$ cat config.mk
export PLATFORM = sky130hd
export DESIGN_NAME = apb_timer_slave
export DESIGN_NICKNAME = d
export VERILOG_FILES = /design/src/rtl/apb_timer_slave.sv
export SDC_FILE = /design/constraint.sdc
export NUM_CORES = 1
export LEC_CHECK = 0
export CORE_MARGIN = 2
export CORE_UTILIZATION = 57
export DETAILED_ROUTE_END_ITERATION = 7
export GPL_TIMING_DRIVEN = 0
export PLACE_DENSITY = 0.84
export SYNTH_ARGS = -nofsm -noshare
export SYNTH_HDL_FRONTEND = slang
export SYNTH_SLANG_ARGS = --single-unit
$ cat constraint.sdc
create_clock -name HCLK -period 7.3 [get_ports HCLK]
set_input_delay 1.46 -clock HCLK [delete_from_list [all_inputs] [get_ports HCLK]]
set_output_delay 1.46 -clock HCLK [all_outputs]
set_load 0.02 [all_outputs]
$ cat src/rtl/apb_timer_slave.sv
// apb_timer_slave: APB completer for the timer slot. Decodes APB setup and
// access phases, exposes five word registers (LOAD, VALUE, CTRL, INTCLR, RIS),
// runs a prescaled down-counter with one-shot/periodic modes and drives a
// registered level interrupt.
//
// Bus handshake: there is no PREADY, so a transfer is always one setup cycle
// (PSEL=1, PENABLE=0) followed by one access cycle (PSEL=1, PENABLE=1).
// Read data is captured at the edge ending setup and held for the access
// cycle; a write commits at the edge ending access. The FSM register lags the
// bus phase by one edge: it reads SETUP while the bus is in its access cycle.
module apb_timer_slave #(
  parameter int DATA_WIDTH = 32,
  parameter int ADDR_WIDTH = 32
) (
  input  logic                  HCLK,
  input  logic                  HRESET,
  input  logic                  PSEL,
  input  logic                  PENABLE,
  input  logic                  PWRITE,
  input  logic [ADDR_WIDTH-1:0] PADDR,
  input  logic [DATA_WIDTH-1:0] PWDATA,
  output logic [DATA_WIDTH-1:0] PRDATA,
  output logic                  TIMINT,
  output logic [1:0]            apb_state
);

  localparam logic [1:0] IDLE   = 2'd0;
  localparam logic [1:0] SETUP  = 2'd1;
  localparam logic [1:0] ACCESS = 2'd2;

  localparam logic [DATA_WIDTH-1:0] ONE = {{(DATA_WIDTH-1){1'b0}}, 1'b1};

  logic [1:0]            state;
  logic [1:0]            state_next;
  logic                  setup_cyc;
  logic                  commit;
  logic [2:0]            reg_idx;
  logic                  wr_load;
  logic                  wr_ctrl;
  logic                  wr_clr;

  logic [DATA_WIDTH-1:0] load_q;
  logic [DATA_WIDTH-1:0] value_q;
  logic                  en_q;
  logic                  per_q;
  logic                  inten_q;
  logic [1:0]            presc_q;
  logic                  ris_q;
  logic [7:0]            pcnt;
  logic [7:0]            div_m1;
  logic                  tick;
  logic                  underflow;
  logic [DATA_WIDTH-1:0] rdata;
  logic                  unused_addr;

  assign reg_idx     = PADDR[4:2];
  assign unused_addr = ^{PADDR[ADDR_WIDTH-1:5], PADDR[1:0]};
  assign setup_cyc   = PSEL & ~PENABLE;
  // A commit needs the FSM to have seen the setup cycle, so a transfer that
  // is already in its access phase when reset releases never writes.
  assign commit      = (state == SETUP) & PSEL & PENABLE & PWRITE;
  assign wr_load     = commit & (reg_idx == 3'd0);
  assign wr_ctrl     = commit & (reg_idx == 3'd2);
  assign wr_clr      = commit & (reg_idx == 3'd3);
  assign apb_state   = state;

  // Next-state decode for the APB phase tracker
  always_comb begin
    state_next = IDLE;
    case (state)
      IDLE:    state_next = setup_cyc ? SETUP : IDLE;
      SETUP: begin
        if (PSEL & PENABLE) state_next = ACCESS;
        else if (setup_cyc) state_next = SETUP;
        else                state_next = IDLE;
      end
      ACCESS:  state_next = setup_cyc ? SETUP : IDLE;
      default: state_next = IDLE;
    endcase
  end

  // APB phase tracker register
  always_ff @(posedge HCLK or posedge HRESET) begin
    if (HRESET) state <= IDLE;
    else        state <= state_next;
  end

  // Prescaler terminal count: /1, /16, /256 (both upper codes are /256)
  always_comb begin
    div_m1 = 8'd255;
    case (presc_q)
      2'd0:    div_m1 = 8'd0;
      2'd1:    div_m1 = 8'd15;
      default: div_m1 = 8'd255;
    endcase
  end

  assign tick      = en_q & (pcnt == div_m1);
  assign underflow = tick & (value_q == '0);

  // Prescaler: restarts from 0 whenever disabled, reprogrammed or reloaded
  always_ff @(posedge HCLK or posedge HRESET) begin
    if (HRESET)                                 pcnt <= 8'd0;
    else if (!en_q || wr_ctrl || wr_load || tick) pcnt <= 8'd0;
    else                                        pcnt <= pcnt + 8'd1;
  end

  // LOAD register and the down-counter; a LOAD write overrides a same-cycle tick
  always_ff @(posedge HCLK or posedge HRESET) begin
    if (HRESET) begin
      load_q  <= '0;
      value_q <= '0;
    end else begin
      if (wr_load) begin
        load_q  <= PWDATA;
        value_q <= PWDATA;
      end else if (tick) begin
        if (value_q != '0) value_q <= value_q - ONE;
        else if (per_q)    value_q <= load_q;
        else               value_q <= '0;
      end
    end
  end

  // CTRL fields; a one-shot underflow self-clears EN unless CTRL is written
  always_ff @(posedge HCLK or posedge HRESET) begin
    if (HRESET) begin
      en_q    <= 1'b0;
      per_q   <= 1'b0;
      inten_q <= 1'b0;
      presc_q <= 2'd0;
    end else if (wr_ctrl) begin
      en_q    <= PWDATA[0];
      per_q   <= PWDATA[1];
      inten_q <= PWDATA[2];
      presc_q <= PWDATA[5:4];
    end else if (underflow && !per_q) begin
      en_q    <= 1'b0;
    end
  end

  // Raw interrupt status: a same-cycle set beats an INTCLR write
  always_ff @(posedge HCLK or posedge HRESET) begin
    if (HRESET)         ris_q <= 1'b0;
    else if (underflow) ris_q <= 1'b1;
    else if (wr_clr)    ris_q <= 1'b0;
  end

  // Registered interrupt output, one cycle behind RIS/INTEN
  always_ff @(posedge HCLK or posedge HRESET) begin
    if (HRESET) TIMINT <= 1'b0;
    else        TIMINT <= ris_q & inten_q;
  end

  // Read mux over the register map; unmapped offsets and INTCLR read 0
  always_comb begin
    rdata = '0;
    case (reg_idx)
      3'd0:    rdata = load_q;
      3'd1:    rdata = value_q;
      3'd2:    rdata = {{(DATA_WIDTH-6){1'b0}}, presc_q, 1'b0, inten_q, per_q, en_q};
      3'd4:    rdata = {{(DATA_WIDTH-1){1'b0}}, ris_q};
      default: rdata = '0;
    endcase
  end

  // Read data captured at the end of setup, zero in every other cycle
  always_ff @(posedge HCLK or posedge HRESET) begin
    if (HRESET)                 PRDATA <= '0;
    else if (setup_cyc & ~PWRITE) PRDATA <= rdata;
    else                        PRDATA <= '0;
  end

endmodule

After elaboration in Yosys (flattened, before gate mapping)
Index checks and enable logic that the tools add are counted.

Flip-flop bits (word level): 113. Input bits: 69. Output and inout port bits: 35. Logic and storage cells: 65.

$add $sub $neg: 2. Eq/ne operators: 8. Muxes and demuxes: 15. Bitwise operators: 14. Reduce and logical (&&, ||, !) cells: 15.

Operator list (number): 2-to-1 mux 32 bit (5); case mux 32 bit (4 select lines) (1); logical NOT 32 bit (1); nonzero test 32 bit (1); subtractor 32 x 1 -> 32 bit, second input constant (1); case mux 8 bit (2 select lines) (1); AND 1 bit (12); adder 8 x 1 -> 8 bit, second input constant (1); == test 8 bit (1); 2-to-1 mux 8 bit (1); == test 3 x 2 -> 1 bit, second input constant (2); nonzero test 2 bit (3); 2-to-1 mux 1 bit (5); == test 2 x 1 -> 1 bit, second input constant (2); logical NOT 2 bit (2); case mux 2 bit (2 select lines) (1); == test 3 x 1 -> 1 bit, second input constant (1); == test 3 bit, second input constant (1); logical NOT 3 bit (1); logical OR 1 bit (3); == test 2 bit, second input constant (1); logical NOT 1 bit (2); 2-to-1 mux 2 bit (1); inverter 1 bit (2); other kinds (2) (2).

Depth between registers and ports, before layout
Gate-level depths: netlist of the first run.

Depth in word-level cells: 9. Depth in mapped cells: 9. Gate-level depth less buffers: 7.

Worst setup path before layout of the first run
Ideal clock, no wire load.

Path type: input to register. Start: input port PENABLE. End: register value_q[31]. Setup time: 0.069 ns. Arrival: 3.257 ns. Path slack: 3.974 ns. Cell stages on the path: 7. Cell sequence: and4b_1 clkbuf_1 and3_1 a31oi_4 or4_4 or4_1 nand3_1.

Longest elaborated chain between the ends: 4.

RTL lines: start, declared (line 18) `input logic PENABLE,`; AND 1 bit * (2 in series) (line 61) `assign commit = (state == SETUP) & PSEL & PENABLE & PWRITE;`; AND 1 bit * (line 62) `assign wr_load = commit & (reg_idx == 3'd0);`; 2-to-1 mux 32 bit / nonzero test 2 bit (equally long branches); end signal, assigned (line 118) `if (value_q != '0) value_q <= value_q - ONE;`; end signal, assigned (line 119) `else if (per_q) value_q <= load_q;`; end, declared (line 43) `logic [DATA_WIDTH-1:0] value_q;`.

Every way passes the cells marked *; elsewhere a longest branch is shown, timed or not. A chain may end at the register's enable or synchronous reset.

Final worst setup path of the first run
Start: input port PENABLE. End: register load_q[3].

Longest elaborated chain between the ends: 3.

RTL lines: AND 1 bit (2 in series) (line 61); AND 1 bit (line 62); end signal, assigned (line 111) `load_q <= '0;`; end signal, assigned (line 115) `load_q <= PWDATA;`; end, declared (line 42) `logic [DATA_WIDTH-1:0] load_q;`.

No other way between the ends.

==> flow_metrics.env, run 1 <==
export IMPL_ctsHoldBuffers=0
export IMPL_cts_root_buf="clkbuf_8"
export IMPL_crit_required_ns=7.76
export IMPL_hold_path_class="register to register"
export IMPL_die_area_um2=10880
export IMPL_grt_pass1_vias=5811
export IMPL_diodes=0
export IMPL_reg2reg_from="value_q[12]$_DFFE_PP0P_"
export IMPL_drc=0
export IMPL_drt_iter0_markers=694
export IMPL_fin_util_pct=74.67
export IMPL_cts_resized=0
export IMPL_cts_tree="yes"
export IMPL_cp_arrival_ns=4.59
export IMPL_num_vias=5704
export IMPL_slew_headroom_pct=43.09
export IMPL_crit_chain="clkdlybuf4s50_1, and4b_1, clkbuf_1, and3_1, clkbuf_1, clkbuf_1, buf_1, nand2_1, nand2_1"
export IMPL_setup_viol=0
export IMPL_holdPathEnd="apb_state[0]$_DFF_PP0_"
export IMPL_routedWlPerCell_um=20.59
export IMPL_hold_start="apb_state[1]$_DFF_PP0_"
export IMPL_synth_edff_count=0
export IMPL_worstSetupPathType="input port to register"
export IMPL_slowest_stage="clkbuf_1"
export IMPL_die_w_um=104.3
export IMPL_synthAdderAreaFrac_pct=0.8293
export IMPL_dp_cells=847
export IMPL_crit_family="buffers and inverters"
export IMPL_fin_tns_setup_ns=0
export IMPL_end_kind="register"
export IMPL_ant_nets=0
export IMPL_rows=36
export IMPL_setup_ws_ns=3.174
export IMPL_grt_pass1_wl_um=29630
export IMPL_grt_use_total_pct=34.68
export IMPL_overflow=0
export IMPL_synth_area_top_cells="dfrtp_1 49%, nand2_1 8.3%, nor2_1 4.7%, a22oi_1 4.3%, o21ai_0 2.4%"
export IMPL_synth_top_cell_area_share_pct=49.32
export IMPL_min_path_cells=1
export IMPL_port_buffers=74
export IMPL_area_growth_pct=27.30
export IMPL_cts_sinks=113
export IMPL_gp_congestion=0.9745
export IMPL_die_height_um=104.3
export IMPL_yosysWarningCount=0
export IMPL_ir_worst_vdd_v=0.0002127
export IMPL_synth_cells=639
export IMPL_reg2regPathDepth=8
export IMPL_vias_per_cell=6.504
export IMPL_synth_compound_area_share_pct=18.27
export IMPL_p_leak_uw=0.003081
export IMPL_cp_max_fo=10
export IMPL_synth_simple_gate_area_share_pct=25.51
export IMPL_finalWirelength_um=18060
export IMPL_critPathMaxStageDelay_ns=0.61
export IMPL_synthXorXnorAreaFrac_pct=1.528
export IMPL_r2r_end="value_q[8]$_DFFE_PP0P_"
export IMPL_post_cts_setup_buffer_count=0
export IMPL_clkSlewWorstSetupHoldPaths_ns=0.06
export IMPL_fin_cells=877
export IMPL_drv_slew=0
export IMPL_dr_pass1_iters=6
export IMPL_synth_top_family_by_area="simple AND/OR/NAND/NOR gates"
export IMPL_fmax_ghz=0.2424
export IMPL_h_tree_depth=4
export IMPL_fin_crit_sh_pct=56.52
export IMPL_clkLatencyLatePin_ns=0.52
export IMPL_core_um2=9774
export IMPL_status="completed"
export IMPL_initial_core_util_pct=58.65
export IMPL_mostFrequentLayoutCell="nand2_1"
export IMPL_fin_skew_ns=0.006203
export IMPL_rsz0062_at_grt="false"
export IMPL_timing_hold_ws_ns=0.4615
export IMPL_worst_r2r_setup_slack_ns=3.89
export IMPL_drv_cap=0
export IMPL_nets=805
export IMPL_nFillCells=744
export IMPL_io_pins=104
export IMPL_worstMarginPinSlew_ns=0.8505
export IMPL_syn_nets=711
export IMPL_grt_max_degree=66
export IMPL_synth_mux_area_share_pct=1.266
export IMPL_power_density_nw_per_um2=293.0
export IMPL_crit_top_cell="clkbuf_1"
export IMPL_ys_seq_area_share_pct=49.32
export IMPL_finalHoldViolations=0
export IMPL_grt_antenna_before_repair=0
export IMPL_async_reset_ff_share_pct=100.0
export IMPL_yosysUniqueCellTypes=58
export IMPL_avgSynthCellArea_um2=8.972
export IMPL_start_kind="input port"
export IMPL_layout_common_cells="127 x nand2_1, 113 x dfrtp_1, 74 x clkdlybuf4s50_1, 72 x nor2_1, 37 x clkbuf_1"
export IMPL_synth_seq_cells=113
export IMPL_drive_gt1_share_pct=5.780
export IMPL_crit_buf_inv=5
export IMPL_synth_top_cell_by_area="dfrtp_1"
export IMPL_syn_cell_area_um2=5733
export IMPL_hpwlAfterDp_um=12180
export IMPL_dp_slack_ns=2.809
export IMPL_min_period_ns=4.126
export IMPL_numCtsBuffers=17
export IMPL_clockBufferDepth=2
export IMPL_synthFlopType="dfrtp_1"
==> layer usage <==
layer	track usage [%]	share of wire, %
met1	45.30	39
met2	54.25	47
met3	9.273	11
met4	15.64	3.1
met5	0	0
==> sequential cells by signal, summed over array words and instances, names as in the netlist <==
name / count
PRDATA: 32
presc_q: 2
ris_q: 1
TIMINT: 1
pcnt: 8
apb_state: 2
inten_q: 1
load_q: 32
value_q: 32
en_q: 1
per_q: 1
==> cell families after synthesis <==
kind of cell / count (synthesis)
simple gates: 312
compound gates: 146
flops: 113
buf+inv: 48
xor+xnor: 10
mux: 6
fa+ha+maj: 4
==> power breakdown <==
| part | internal [uW] | switching, uW | leakage, uW |
|---|---|---|---|
| logic | 177 | 301 | 0.00128 |
| registers | 690 | 86.6 | 0.00149 |
| clock network | 606 | 279 | 0.000308 |
==> metrics by stage <==
step	power [uW]	instance area [um^2]
after global routing	2220	7298
after global placement	1221	6640
after floorplan	1077	5733
after detailed placement	1243	6670
after CTS	2125	7298
final	2139	7298
==> synthesized netlist by cell type (2+ instances only) <==
master and count:
a211oi_1 2, a21boi_0 2, a21o_1 3, a21oi_1 17
a221oi_1 7, a222oi_1 6, a22o_1 3, a22oi_1 33
a2bb2oi_1 2, a31oi_1 5, a32oi_1 2, and2_1 4
and3_1 6, and4b_1 2, buf_1 3, buf_2 3
clkbuf_1 34, dfrtp_1 113, ha_1 3, inv_1 7
mux2i_1 5, nand2_1 127, nand2b_1 4, nand3_1 24
nand4_1 8, nand4b_1 2, nor2_1 72, nor2b_1 3
nor3_1 24, nor4_1 13, nor4_4 2, o211ai_1 6
o21a_1 2, o21ai_0 28, o21ai_1 5, o22ai_1 5
o2bb2ai_1 6, o31ai_1 3, or2_2 2, or3_1 11
or4_1 4, or4_4 2, xnor2_1 6, xor2_1 4
==> how the worst max path moves through the flow <==
stage	slack [ns]	cells after the start	startpoint	to
6_report	3.17	9	PENABLE	load_q[3]$_DFFE_PP0P_
5_1_grt	3.06	9	PSEL	load_q[1]$_DFFE_PP0P_
4_1_cts	3.27	9	PENABLE	load_q[3]$_DFFE_PP0P_
3_5_place_dp	2.81	9	PSEL	load_q[3]$_DFFE_PP0P_
3_3_place_gp	1.29	2	HRESET	PRDATA[26]$_DFF_PP0_
2_1_floorplan	2.85	1	HRESET	PRDATA[0]$_DFF_PP0_
==> area by class of cell <==
cell class | count | area [um^2] | area share (%)
clock buffer | 26 | 508.0 | 6.960
inverter | 7 | 28.78 | 0.3943
tap | 133 | 166.4 | 2.280
sequential | 113 | 2828 | 38.75
timing repair buffer | 75 | 768.2 | 10.53
multi-input combinational | 478 | 2718 | 37.24
buffer | 41 | 161.4 | 2.212
clock inverter | 4 | 120.1 | 1.646
(Power assumes the default switching activity.)
==> run 2, diff against run 1 <==
--- a/config.mk
+++ b/config.mk
@@ -6,10 +6,10 @@
 export NUM_CORES = 1
 export LEC_CHECK = 0
 export CORE_MARGIN = 2
-export CORE_UTILIZATION = 57
+export CORE_UTILIZATION = 48
 export DETAILED_ROUTE_END_ITERATION = 7
 export GPL_TIMING_DRIVEN = 0
-export PLACE_DENSITY = 0.84
+export PLACE_DENSITY = 0.75
 export SYNTH_ARGS = -nofsm -noshare
 export SYNTH_HDL_FRONTEND = slang
 export SYNTH_SLANG_ARGS = --single-unit
==> constraint.sdc (replaced) <==
create_clock -name HCLK -period 3.33 [get_ports HCLK]
set_input_delay 0.666 -clock HCLK [delete_from_list [all_inputs] [get_ports HCLK]]
set_output_delay 0.666 -clock HCLK [all_outputs]
set_load 0.02 [all_outputs]
==> run 2 against run 1 <==
  * Worst setup slack lost 2.9 ns
  * Count of clock-buffer cells in the layout did not move
  * Routed wire length shrank 0.43%
  * Power grew 100%
  * First-iteration DRC count rose by 16%
  * Via count is 2.8% lower
  * Worst hold slack improved by 0.011 ns
  * Combinational power up 120%
  * Flip-flop and latch count did not move
  * Largest cell class unchanged
  * Largest power group is now sequential cells
==> flow_metrics.env, run 2 (synthesized netlist as in run 1, its figures left out) <==
export IMPL_mostFrequentLayoutCell="nand2_1"
export IMPL_slew_headroom_pct=35.00
export IMPL_dp_slack_ns=-0.4332
export IMPL_reg2reg_from="value_q[12]$_DFFE_PP0P_"
export IMPL_fmax_ghz=0.3227
export IMPL_area_growth_pct=25.95
export IMPL_drive_gt1_share_pct=5.787
export IMPL_clkSlewWorstSetupHoldPaths_ns=0.05
export IMPL_io_pins=104
export IMPL_slowest_stage="buf_1"
export IMPL_drt_iter0_markers=807
export IMPL_die_area_um2=12830
export IMPL_grt_use_total_pct=29.06
export IMPL_drv_slew=0
export IMPL_grt_pass1_vias=5472
export IMPL_fin_cells=886
export IMPL_crit_top_cell="clkbuf_1"
export IMPL_vias_per_cell=6.258
export IMPL_diodes=0
export IMPL_drc=0
export IMPL_initial_core_util_pct=49.78
export IMPL_start_kind="input port"
export IMPL_drv_cap=0
export IMPL_ctsHoldBuffers=0
export IMPL_cts_sinks=113
export IMPL_ant_nets=0
export IMPL_nFillCells=996
export IMPL_cts_root_buf="clkbuf_16"
export IMPL_rows=39
export IMPL_finalHoldViolations=0
export IMPL_h_tree_depth=4
export IMPL_fin_tns_setup_ns=0
export IMPL_port_buffers=74
export IMPL_fin_util_pct=62.70
export IMPL_regArea_um2=2828
export IMPL_cts_tree="yes"
export IMPL_top_regs="PRDATA x32, load_q x32, value_q x32"
export IMPL_die_height_um=113.3
export IMPL_hold_start="apb_state[1]$_DFF_PP0_"
export IMPL_end_kind="register"
export IMPL_dpl_cell_area_um2=6716
export IMPL_routedWlPerCell_um=20.29
export IMPL_crit_chain="clkdlybuf4s50_1, and4b_1, clkbuf_1, and3_1, clkbuf_1, buf_1, nor2_1, o21ai_0"
export IMPL_multi_input_area_um2=2724
export IMPL_fin_crit_sh_pct=93.06
export IMPL_worstMarginPinSlew_ns=0.9714
export IMPL_crit_family="buffers and inverters"
export IMPL_critPathMaxStageDelay_ns=0.59
export IMPL_rsz0062_at_grt="false"
export IMPL_status="completed"
export IMPL_die_w_um=113.3
export IMPL_fin_skew_ns=0.01001
export IMPL_critPathLaunch="PSEL"
export IMPL_hpwlAfterDp_um=12370
export IMPL_grt_max_degree=34
export IMPL_power_density_nw_per_um2=599.1
export IMPL_min_period_ns=3.099
export IMPL_setup_viol=0
export IMPL_cp_max_fo=10
export IMPL_gp_congestion=0.9502
export IMPL_crit_buf_inv=4
export IMPL_grt_antenna_before_repair=0
export IMPL_p_leak_uw=0.003039
export IMPL_stdcell_area_um2=7221
export IMPL_setup_ws_ns=0.2311
export IMPL_dr_pass1_iters=6
export IMPL_core_um2=11520
export IMPL_cp_arrival_ns=3.44
export IMPL_num_vias=5545
export IMPL_nets=807
export IMPL_crit_required_ns=3.67
export IMPL_clockBufferDepth=2
export IMPL_dp_cells=859
export IMPL_hold_path_class="register to register"
export IMPL_numCtsBuffers=17
export IMPL_worstSetupPathType="input port to register"
export IMPL_clkLatencyLatePin_ns=0.43
export IMPL_layout_common_cells="127 x nand2_1, 113 x dfrtp_1, 74 x clkdlybuf4s50_1, 72 x nor2_1, 38 x clkbuf_1"
export IMPL_overflow=0
export IMPL_grt_pass1_wl_um=28480
export IMPL_finalWirelength_um=17980
export IMPL_ir_worst_vdd_v=0.0004179
## run 2: timing repair
item | in CTS | in global routing
setup endpoints to repair | 1 | 23
setup buffers | 0 | 0
pin swaps | 0 | 2
gates resized for setup | 1 | 5
## run 2: layout make-up
type	instances	area share, %
clock buffer	26	6.775
multi-input combinational	478	37.72
clock inverter	1	0.06931
sequential	113	39.16
inverter	7	0.4159
tap	143	2.478
timing repair buffer	77	11.09
buffer	41	2.287
## run 2: worst paths after layout
check	cells past startpoint	slack, ns	to
max	8	0.23	value_q[24]$_DFFE_PP0P_
min	1	0.47	apb_state[0]$_DFF_PP0_
max reg2reg	8	0.27	value_q[8]$_DFFE_PP0P_
min reg2reg	1	0.47	apb_state[0]$_DFF_PP0_
max in group asynchronous	5	1.74	load_q[22]$_DFFE_PP0P_
min in group asynchronous	2	0.59	load_q[10]$_DFFE_PP0P_
## run 2: where the power goes
group | total, uW | switching [uW] | internal (uW)
registers | 1700 | 191 | 1510
logic | 1040 | 650 | 390
clock network | 1580 | 599 | 982
total | 4330 | 1440 | 2890
## run 2: stage by stage
| step | hold slack (ns) | power (uW) |
|---|---|---|
| 5_1_grt | 0.5180 | 4500 |
| 6_report | 0.4723 | 4326 |
| 4_1_cts | 0.4733 | 4303 |
| 3_3_place_gp | 0.4475 | 2679 |
| 2_1_floorplan | 0.4590 | 2362 |
| 3_5_place_dp | 0.4669 | 2724 |
## run 2: worst register-to-register path, stage by stage (launching register included)
cell,delay (ns)
dfrtp_1,0.36
clkbuf_1,0.21
nor4_2,0.47
nand4b_1,0.38
nor4_4,0.62
buf_2,0.39
nor4_1,0.09
a221oi_1,0.25
o22ai_1,0.13
## run 2: layer usage
layer	global-route usage (%)	wire length, um	share of wire (%)
met1	37.44	7194	40
met2	44.11	8396	47
met3	8.891	1785	9.9
met4	15.53	601	3.3
met5	0	0	0
